[config.mk]
export PLATFORM = sky130hd
export DESIGN_NAME = qbus_master_flat
export DESIGN_NICKNAME = d
export VERILOG_FILES = /design/src/rtl/qbus_pkg.sv /design/src/rtl/qbus_master_if.sv /design/src/rtl/qbus_sync.sv /design/src/rtl/qbus_master.sv /design/src/flat_wrapper.sv
export SDC_FILE = /design/constraint.sdc
export NUM_CORES = 1
export LEC_CHECK = 0
export CORE_ASPECT_RATIO = 0.75
export CORE_MARGIN = 4
export CORE_UTILIZATION = 44
export CTS_CLUSTER_DIAMETER = 150
export DETAILED_ROUTE_END_ITERATION = 6
export HOLD_SLACK_MARGIN = 0.05
export PLACE_DENSITY = 0.79
export SYNTH_ARGS = -nofsm -noshare
export SYNTH_HDL_FRONTEND = slang
export SYNTH_SLANG_ARGS = --single-unit
[constraint.sdc]
create_clock -name clk -period 2.33 [get_ports clk]
set_input_delay 0.3495 -clock clk [delete_from_list [all_inputs] [get_ports clk]]
set_output_delay 0.3495 -clock clk [all_outputs]
set_load 0.05 [all_outputs]
[src/rtl/qbus_pkg.sv]
// Shared QBUS master definitions: FSM state encoding and default timing constants.
package qbus_pkg;

    typedef enum logic [2:0] {
        IDLE,
        REQ,
        ADDR,
        SYNC,
        DATA,
        WAIT,
        TERM,
        REL
    } qbus_state_e;

    localparam int unsigned ADDR_SETUP_DEF = 2;
    localparam int unsigned TIMEOUT_DEF    = 64;

endpackage

[src/rtl/qbus_master_if.sv]
// Command-side handshake plus QBUS pins of the master, with master/slave views.
interface qbus_master_if;

    logic        cmd_req;
    logic        cmd_we;
    logic        cmd_byte;
    logic [15:0] cmd_addr;
    logic [15:0] cmd_wdata;
    logic        busy;
    logic        cmd_ack;
    logic        cmd_err;
    logic [15:0] cmd_rdata;
    logic [15:0] ad_out_n;
    logic        ad_oe;
    logic [15:0] ad_in_n;
    logic        sync_n;
    logic        din_n;
    logic        dout_n;
    logic        wtbt_n;
    logic        rply_n;
    logic        dmr_n;
    logic        dmgi_n;
    logic        sack_n;

    modport master (
        input  cmd_req, cmd_we, cmd_byte, cmd_addr, cmd_wdata,
        input  ad_in_n, rply_n, dmgi_n,
        output busy, cmd_ack, cmd_err, cmd_rdata,
        output ad_out_n, ad_oe, sync_n, din_n, dout_n, wtbt_n, dmr_n, sack_n
    );

    modport slave (
        output cmd_req, cmd_we, cmd_byte, cmd_addr, cmd_wdata,
        output ad_in_n, rply_n, dmgi_n,
        input  busy, cmd_ack, cmd_err, cmd_rdata,
        input  ad_out_n, ad_oe, sync_n, din_n, dout_n, wtbt_n, dmr_n, sack_n
    );

endinterface

[src/rtl/qbus_sync.sv]
// Two-flop synchronizer for one asynchronous bus line; resets to RESET_VAL.
module qbus_sync #(
    parameter logic RESET_VAL = 1'b1
) (
    input  logic clk,
    input  logic rst,
    input  logic d_i,
    output logic q_o
);

    logic meta_q;
    logic sync_q;

    always_ff @(posedge clk) begin
        if (rst) begin
            meta_q <= RESET_VAL;
            sync_q <= RESET_VAL;
        end else begin
            meta_q <= d_i;
            sync_q <= meta_q;
        end
    end

    assign q_o = sync_q;

endmodule

[src/rtl/qbus_master.sv]
// QBUS single-transfer master (DATI/DATO/DATOB) with reply timeout.
// Define QBUS_MASTER_DMA_EN to build the DMR/DMGI/SACK bus-request phase.
module qbus_master
    import qbus_pkg::*;
#(
    parameter int unsigned ADDR_SETUP = ADDR_SETUP_DEF,
    parameter int unsigned TIMEOUT    = TIMEOUT_DEF
) (
    input  logic          clk,
    input  logic          rst,
    qbus_master_if.master bus
);

    localparam logic [7:0] SETUP_LAST = 8'(ADDR_SETUP - 1);
    localparam logic [7:0] TO_LAST    = 8'(TIMEOUT - 1);

    qbus_state_e state_q, state_d;
    logic [7:0]  cnt_q, cnt_d;
    logic [15:0] addr_q, addr_d;
    logic [15:0] wdata_q, wdata_d;
    logic [15:0] rdata_q, rdata_d;
    logic        we_q, we_d;
    logic        byte_q, byte_d;
    logic        err_q, err_d;
    logic        sack_q, sack_d;
    logic        rply_s;

    qbus_sync #(.RESET_VAL(1'b1)) u_rply_sync (
        .clk (clk),
        .rst (rst),
        .d_i (bus.rply_n),
        .q_o (rply_s)
    );

`ifdef QBUS_MASTER_DMA_EN
    logic dmgi_s;

    qbus_sync #(.RESET_VAL(1'b1)) u_dmgi_sync (
        .clk (clk),
        .rst (rst),
        .d_i (bus.dmgi_n),
        .q_o (dmgi_s)
    );
`endif

    always_ff @(posedge clk) begin
        if (rst) begin
            state_q <= IDLE;
            cnt_q   <= '0;
            addr_q  <= '0;
            wdata_q <= '0;
            rdata_q <= '0;
            we_q    <= 1'b0;
            byte_q  <= 1'b0;
            err_q   <= 1'b0;
            sack_q  <= 1'b0;
        end else begin
            state_q <= state_d;
            cnt_q   <= cnt_d;
            addr_q  <= addr_d;
            wdata_q <= wdata_d;
            rdata_q <= rdata_d;
            we_q    <= we_d;
            byte_q  <= byte_d;
            err_q   <= err_d;
            sack_q  <= sack_d;
        end
    end

    always_comb begin
        state_d = state_q;
        cnt_d   = cnt_q;
        addr_d  = addr_q;
        wdata_d = wdata_q;
        rdata_d = rdata_q;
        we_d    = we_q;
        byte_d  = byte_q;
        err_d   = err_q;
        sack_d  = sack_q;

        bus.busy      = (state_q != IDLE);
        bus.cmd_ack   = 1'b0;
        bus.cmd_err   = err_q;
        bus.cmd_rdata = rdata_q;
        bus.ad_out_n  = '1;
        bus.ad_oe     = 1'b0;
        bus.sync_n    = 1'b1;
        bus.din_n     = 1'b1;
        bus.dout_n    = 1'b1;
        bus.wtbt_n    = 1'b1;
        bus.dmr_n     = 1'b1;
        bus.sack_n    = ~sack_q;

        case (state_q)
            IDLE: begin
                if (bus.cmd_req) begin
                    addr_d  = bus.cmd_addr;
                    wdata_d = bus.cmd_wdata;
                    we_d    = bus.cmd_we;
                    byte_d  = bus.cmd_byte;
                    err_d   = 1'b0;
                    cnt_d   = '0;
`ifdef QBUS_MASTER_DMA_EN
                    state_d = REQ;
`else
                    state_d = ADDR;
`endif
                end
            end
`ifdef QBUS_MASTER_DMA_EN
            REQ: begin
                bus.dmr_n = 1'b0;
                if (!dmgi_s) begin
                    sack_d  = 1'b1;
                    state_d = ADDR;
                end
            end
`endif
            ADDR: begin
                bus.ad_oe    = 1'b1;
                bus.ad_out_n = ~addr_q;
                bus.wtbt_n   = ~we_q;
                if (cnt_q == SETUP_LAST) begin
                    cnt_d   = '0;
                    state_d = SYNC;
                end else begin
                    cnt_d = cnt_q + 8'd1;
                end
            end
            SYNC: begin
                bus.ad_oe    = 1'b1;
                bus.ad_out_n = ~addr_q;
                bus.wtbt_n   = ~we_q;
                bus.sync_n   = 1'b0;
                state_d      = DATA;
            end
            DATA: begin
                bus.sync_n   = 1'b0;
                bus.ad_oe    = we_q;
                bus.ad_out_n = we_q ? ~wdata_q : '1;
                bus.wtbt_n   = we_q ? ~byte_q : 1'b1;
                cnt_d        = '0;
                state_d      = WAIT;
            end
            WAIT: begin
                bus.sync_n   = 1'b0;
                bus.ad_oe    = we_q;
                bus.ad_out_n = we_q ? ~wdata_q : '1;
                bus.wtbt_n   = we_q ? ~byte_q : 1'b1;
                bus.din_n    = we_q;
                bus.dout_n   = ~we_q;
                if (!rply_s) begin
                    if (!we_q) begin
                        rdata_d = ~bus.ad_in_n;
                    end
                    cnt_d   = '0;
                    state_d = TERM;
                end else if (cnt_q == TO_LAST) begin
                    err_d   = 1'b1;
                    cnt_d   = '0;
                    state_d = TERM;
                end else begin
                    cnt_d = cnt_q + 8'd1;
                end
            end
            TERM: begin
                // SYNC stays asserted until the slave drops RPLY (or we give up).
                bus.sync_n = 1'b0;
                bus.wtbt_n = we_q ? ~byte_q : 1'b1;
                if (err_q || rply_s) begin
                    sack_d  = 1'b0;
                    state_d = REL;
                end else if (cnt_q == TO_LAST) begin
                    err_d   = 1'b1;
                    sack_d  = 1'b0;
                    state_d = REL;
                end else begin
                    cnt_d = cnt_q + 8'd1;
                end
            end
            REL: begin
                bus.cmd_ack = 1'b1;
                state_d     = IDLE;
            end
            default: begin
                state_d = IDLE;
            end
        endcase
    end

endmodule
[src/flat_wrapper.sv]
// flat-port wrapper written by rule: the top's interface ports become plain ports
module qbus_master_flat import qbus_pkg::*;
#(
    parameter int unsigned ADDR_SETUP = ADDR_SETUP_DEF,
    parameter int unsigned TIMEOUT    = TIMEOUT_DEF
)
  (clk, rst, bus_cmd_req, bus_cmd_we, bus_cmd_byte, bus_cmd_addr, bus_cmd_wdata, bus_ad_in_n, bus_rply_n, bus_dmgi_n, bus_busy, bus_cmd_ack, bus_cmd_err, bus_cmd_rdata, bus_ad_out_n, bus_ad_oe, bus_sync_n, bus_din_n, bus_dout_n, bus_wtbt_n, bus_dmr_n, bus_sack_n);
  qbus_master_if bus_i ();
  input  logic clk;
  input  logic rst;
  input wire logic [$bits(bus_i.cmd_req)-1:0] bus_cmd_req;
  input wire logic [$bits(bus_i.cmd_we)-1:0] bus_cmd_we;
  input wire logic [$bits(bus_i.cmd_byte)-1:0] bus_cmd_byte;
  input wire logic [$bits(bus_i.cmd_addr)-1:0] bus_cmd_addr;
  input wire logic [$bits(bus_i.cmd_wdata)-1:0] bus_cmd_wdata;
  input wire logic [$bits(bus_i.ad_in_n)-1:0] bus_ad_in_n;
  input wire logic [$bits(bus_i.rply_n)-1:0] bus_rply_n;
  input wire logic [$bits(bus_i.dmgi_n)-1:0] bus_dmgi_n;
  output wire logic [$bits(bus_i.busy)-1:0] bus_busy;
  output wire logic [$bits(bus_i.cmd_ack)-1:0] bus_cmd_ack;
  output wire logic [$bits(bus_i.cmd_err)-1:0] bus_cmd_err;
  output wire logic [$bits(bus_i.cmd_rdata)-1:0] bus_cmd_rdata;
  output wire logic [$bits(bus_i.ad_out_n)-1:0] bus_ad_out_n;
  output wire logic [$bits(bus_i.ad_oe)-1:0] bus_ad_oe;
  output wire logic [$bits(bus_i.sync_n)-1:0] bus_sync_n;
  output wire logic [$bits(bus_i.din_n)-1:0] bus_din_n;
  output wire logic [$bits(bus_i.dout_n)-1:0] bus_dout_n;
  output wire logic [$bits(bus_i.wtbt_n)-1:0] bus_wtbt_n;
  output wire logic [$bits(bus_i.dmr_n)-1:0] bus_dmr_n;
  output wire logic [$bits(bus_i.sack_n)-1:0] bus_sack_n;
  assign bus_i.cmd_req = bus_cmd_req;
  assign bus_i.cmd_we = bus_cmd_we;
  assign bus_i.cmd_byte = bus_cmd_byte;
  assign bus_i.cmd_addr = bus_cmd_addr;
  assign bus_i.cmd_wdata = bus_cmd_wdata;
  assign bus_i.ad_in_n = bus_ad_in_n;
  assign bus_i.rply_n = bus_rply_n;
  assign bus_i.dmgi_n = bus_dmgi_n;
  assign bus_busy = bus_i.busy;
  assign bus_cmd_ack = bus_i.cmd_ack;
  assign bus_cmd_err = bus_i.cmd_err;
  assign bus_cmd_rdata = bus_i.cmd_rdata;
  assign bus_ad_out_n = bus_i.ad_out_n;
  assign bus_ad_oe = bus_i.ad_oe;
  assign bus_sync_n = bus_i.sync_n;
  assign bus_din_n = bus_i.din_n;
  assign bus_dout_n = bus_i.dout_n;
  assign bus_wtbt_n = bus_i.wtbt_n;
  assign bus_dmr_n = bus_i.dmr_n;
  assign bus_sack_n = bus_i.sack_n;
  qbus_master #(.ADDR_SETUP(ADDR_SETUP), .TIMEOUT(TIMEOUT)) u_core (.clk(clk), .rst(rst), .bus(bus_i));
endmodule
Word level (Yosys, flattened, before mapping)
Index checks and enable logic that the tools add are counted.
Storage, ports and cells
  register bits: 65
  word-level logic and storage cells: 80
  bits of input ports: 55
Cells by class
  bitwise operators: 7
  muxes and demuxes: 30
  add/sub/neg operators: 1
  reductions and logical operators: 16
  equal/unequal tests: 15
Operators with widths (count)
  two-way mux 8 bit: 6
  NOT 16 bit: 3
  case mux 8 bit (5 select lines): 1
  case mux 16 bit (2 select lines): 1
  two-way mux 3 bit: 6
  case mux 3 bit (6 select lines): 1
  two-way mux 16 bit: 1
  equality test 3 bit, second input constant: 4
  AND reduction 4 bit: 3
  two-way mux 1 bit: 11
  adder 8 x 1 -> 8 bit, second input constant: 1
  equality test 8 x 1 -> 1 bit, second input constant: 1
  equality test 8 x 6 -> 1 bit, second input constant: 1
  != test 2 bit, second input constant: 4
  equality test 3 x 2 -> 1 bit, second input constant: 2
  nonzero test 3 bit: 2
  nonzero test 5 bit: 1
  NOT 1 bit: 4
  case mux 1 bit (2 select lines): 2
  AND reduction 2 bit: 2
  OR reduction 2 bit: 2
  OR reduction 4 bit: 1
  zero test 3 bit: 1
  != test 3 x 1 -> 1 bit, second input constant: 1
  7 further kinds: 7

Depth between registers and ports, before layout
  depth after elaboration: 4
  mapped depth: 7
  mapped depth without buffers: 6

Cells and area by module
Synthesis repeated with hierarchy kept, for this count alone.
Unflattened totals
  cell total of the unflattened synthesis: 330
  area, all modules: 2826.5 µm²
Modules (own cells, without submodules)
  qbus_master: times used 1, sequential area each 1241.2 µm², area an instance 2773.9 µm², cells an instance 326
  qbus_sync: times used 1, sequential area each 40.0 µm², area an instance 52.6 µm², cells an instance 4

Least setup slack after synthesis
No wires, ideal clock.
  path type: register -> output
  start point: reg u_core.state_q[2]
  end point: out bus_ad_out_n[10]
  path buffers: 3
  data arrival time: 1.792 ns
  path slack: 0.189 ns
  cell stages (with the launch flop): 6
  cells stage by stage: dfxtp_1 buf_6 and2b_1 clkbuf_1 clkbuf_1 a22oi_1
On the way
  longest elaborated chain between the ends: 3
RTL lines
  start: declaration: line qbus_master.sv:17  | qbus_state_e state_q, state_d;
  start signal: assignment: line qbus_master.sv:58  | state_q <= state_d;
  equality test 3 bit / equality test 3 x 2 -> 1 bit (equally long branches): line qbus_master.sv:94  | case (state_q)
  OR reduction 2 bit (no line)
  case mux 16 bit (2 select lines) (*): line qbus_master.sv:94
  end: declaration: line flat_wrapper.sv:23  | output wire logic [$bits(bus_i.ad_out_n)-1:0] bus_ad_out_n;
Mark *: on every way between the ends. The rest lies on a longest branch, timed or not.

Worst setup path after layout
  start point: reg u_core.state_q[2]
  end point: out bus_ad_oe
On the way
  longest elaborated chain between the ends: 3
RTL lines
  equality test 3 bit / equality test 3 x 2 -> 1 bit (equally long branches): line qbus_master.sv:94
  OR reduction 2 bit (no line)
  case mux 1 bit (2 select lines) (*): line qbus_master.sv:94
  end: declaration: line flat_wrapper.sv:24  | output wire logic [$bits(bus_i.ad_oe)-1:0] bus_ad_oe;
Marked as above.

==> impl_metrics.tcl <==
set metrics [dict create \
    hold_violations 0 \
    r2r_cells 5 \
    grt_util_all_layers 0.1856 \
    clk_latency_ns 0.34 \
    wire_per_inst_um 14.17 \
    htreeDepth 3 \
    holdCritPathClass "flop to flop" \
    period_minus_slack_ns 2.156 \
    reg2reg_to "u_core.cnt_q[7]$_SDFFE_PP0P_" \
    ys_seq_area_frac 0.4769 \
    end_kind "primary output" \
    start_kind "flop" \
    synth_ff_type "dfxtp_1" \
    rsz0062_at_grt "no" \
    r2r-start "u_core.state_q[2]$_SDFFE_PP0P_" \
    pre_cts_ws_ns 0.2650 \
    overflow 0 \
    grt_pass1_wl_um 10960 \
    cp.arrival_ns 1.81 \
    final.setup.tns_ns 0 \
    synth.avg_cell_area_um2 8.266 \
    hold_end "u_core.u_rply_sync.q_o$_SDFF_PP1_" \
    final_layout_size_suffix_gt1_frac 0.1322 \
    die_w_um 98.23 \
    vias 2555 \
    worst-path-max-fanout 17 \
    core_mm2 0.005856 \
    fp-row-count 24 \
    path_class "flop to primary output" \
    grt_pass1_vias 2455 \
    required_ns 1.98 \
    synth_cell_types 45 \
    io_pins 97 \
    numPortBuffers 93 \
    worst_slack_ns 0.1736 \
    drc 0 \
    max_freq_mhz 463.7 \
    ys_ff_latch 64 \
    hold_path_depth 1 \
    diodes 0 \
    detail-route-antenna-nets 0 \
    clk_path_buf_depth 2 \
    numCtsBuffers 9 \
    dpl_cell_area_mm2 0.003597 \
    setup_viol 0 \
    p_per_area_mw_per_mm2 688.5 \
    vias_per_cell 5.172 \
    cp-startpoint "u_core.state_q[2]$_SDFFE_PP0P_" \
    leakage_nw 1.376 \
    dp_hpwl_um 4937 \
    hold_buffers 0 \
    drtIter0Drc 188 \
    cts_tree "done" \
    async_reset_ff_frac 0 \
    grt_start_max_net_pins 35 \
    cts_num_sinks 64 \
    maxSlewViolCount 0 \
    irDropWorstVdd_mv 0.3878 \
    outcome "completed" \
    root_buffer "clkbuf_8" \
    firstDrtPassIters 4 \
    place_inst 478 \
    die-area_mm2 0.007433 \
    fin_crit_sh 0.9255 \
    final_area_mm2 0.003796 \
    hp-start "u_core.u_rply_sync.meta_q$_SDFF_PP1_" \
    finClkSkew_ns 0.005618 \
    drt-total-wl_um 7002 \
    antenna_found_initial 0 \
    synth_area_mm2 0.002686 \
    gp_congestion 0.8279 \
    stdcell_count 494 \
    tightestPinTransition_ns 0.5199 \
    synth_edf_count 0 \
    path_clk_slew_ns 0.07 \
    area_growth_pct 41.31 \
    slowest_delay_ns 0.56 \
    max_cap_viol_count 0 \
    fin_nets 468 \
    yosysWarnings 0 \
    initial_core_util 0.4588 \
    die_height_um 75.67 \
    cp_slowest_cell "dfxtp_1" \
    max_slew_margin 0.6523 \
    timing.reg2reg.setup_slack_ns 0.48 \
    netlist_instances 325 \
    worstPathCellList "and2b_2 > or2_2 > buf_12" \
]
per-layer routing:
layer  global-route usage  wire, µm  vias up
li1                     -         -     1290
met1               0.2153      3143     1179
met2               0.3100      3235       79
met3              0.08600       556        7
met4              0.06515        66        0
met5                    0         0        -
how the worst max path moves through the flow:
stage                                endpoint  slack (ns)
2_1_floorplan                bus_ad_out_n[10]        0.19
3_3_place_gp   u_core.state_q[0]$_SDFFE_PP0P_        0.31
3_5_place_dp   u_core.state_q[0]$_SDFFE_PP0P_        0.27
4_1_cts                              bus_busy        0.04
5_1_grt                             bus_ad_oe        0.11
6_report                            bus_ad_oe        0.17
flip-flops by register name, indices dropped and copies added (netlist names):
signal / cells
u_core.byte_q: 1
u_core.bus.cmd_err: 1
u_core.cnt_q: 8
u_core.bus.cmd_rdata: 16
u_core.u_rply_sync.q_o: 1
u_core.addr_q: 16
u_core.state_q: 3
u_core.we_q: 1
u_core.u_rply_sync.meta_q: 1
u_core.wdata_q: 16
kinds of logic after synthesis:
family | count (synthesis) | synth area share
flip-flops | 64 | 0.4769
other | 1 | 0.001396
AO/OA/AOI/OAI | 88 | 0.2171
XOR/XNOR | 1 | 0.003261
adder cells (fa/ha/maj) | 2 | 0.009314
AND/OR/NAND/NOR | 138 | 0.2352
buffers and inverters | 30 | 0.05309
multiplexers | 1 | 0.003726
critical path, delay by kind of cell (launching register included):
| kind | cells | cell delay [ns] |
|---|---|---|
| and+or+nand+nor | 2 | 0.76 |
| DFF | 1 | 0.56 |
| buffers and inverters | 1 | 0.15 |
Yosys cell counts (2+ instances only):
master / count / area share
nand2_1: 79 / 0.11
dfxtp_1: 64 / 0.48
a21oi_1: 37 / 0.069
nor2_1: 27 / 0.038
a22oi_1: 18 / 0.050
a211oi_1: 16 / 0.045
clkbuf_1: 14 / 0.020
buf_2: 6 / 0.011
inv_1: 5 / 0.0070
a32o_1: 4 / 0.015
o21ai_0: 4 / 0.0075
or2_2: 4 / 0.0093
and3_1: 3 / 0.0070
nand3_1: 3 / 0.0056
nand3b_1: 3 / 0.0084
nor3_1: 3 / 0.0056
nor3b_1: 3 / 0.0084
and2_4: 2 / 0.0065
buf_4: 2 / 0.0056
buf_6: 2 / 0.0084
ha_1: 2 / 0.0093
cells in the final DEF (no fill, tap or decap), types with 4 or more instances in the layout:
cell type and count:
a211oi_1 16, a21oi_1 37, a22oi_1 18, a32o_1 4, buf_4 26, clkbuf_8 9
clkdlybuf4s50_1 69, dfxtp_1 64, inv_1 5, nand2_1 79, nor2_1 26, o21ai_0 4
or2_2 4
what timing repair did:
| item | 4_1_cts | 5_1_grt |
|---|---|---|
| setup buffers | 0 | 0 |
| resized for setup | 1 | 2 |
| gates cloned | 0 | 0 |
| endpoints found under the setup margin | 1 | 2 |
power by group:
group	internal (mW)	switching, mW	total (mW)
registers	1.15	0.0439	1.20
clock network	0.500	0.437	0.936
logic	0.204	0.275	0.480
total	1.86	0.756	2.61
area by class of cell:
class / count / area [µm²]
clock buffers: 10 / 127.6
inverters: 5 / 18.77
well taps: 78 / 97.59
multi-input cells: 232 / 1270
repair buffers: 99 / 932.1
clock inverters: 6 / 68.82
flip-flops and latches: 64 / 1281
fillers: 518 / 2059
stage by stage:
stage | util | total power, mW | hold WS [ns]
after floorplan | - | 1.521 | 0.3895
after global placement | 0.6143 | 1.687 | 0.3912
after detailed placement | 0.6143 | 1.701 | 0.3961
after CTS | 0.6477 | 2.640 | 0.4136
after global routing | 0.6483 | 2.742 | 0.4218
final | 0.6483 | 2.614 | 0.4168
Power figures use the tool's default switching activity.
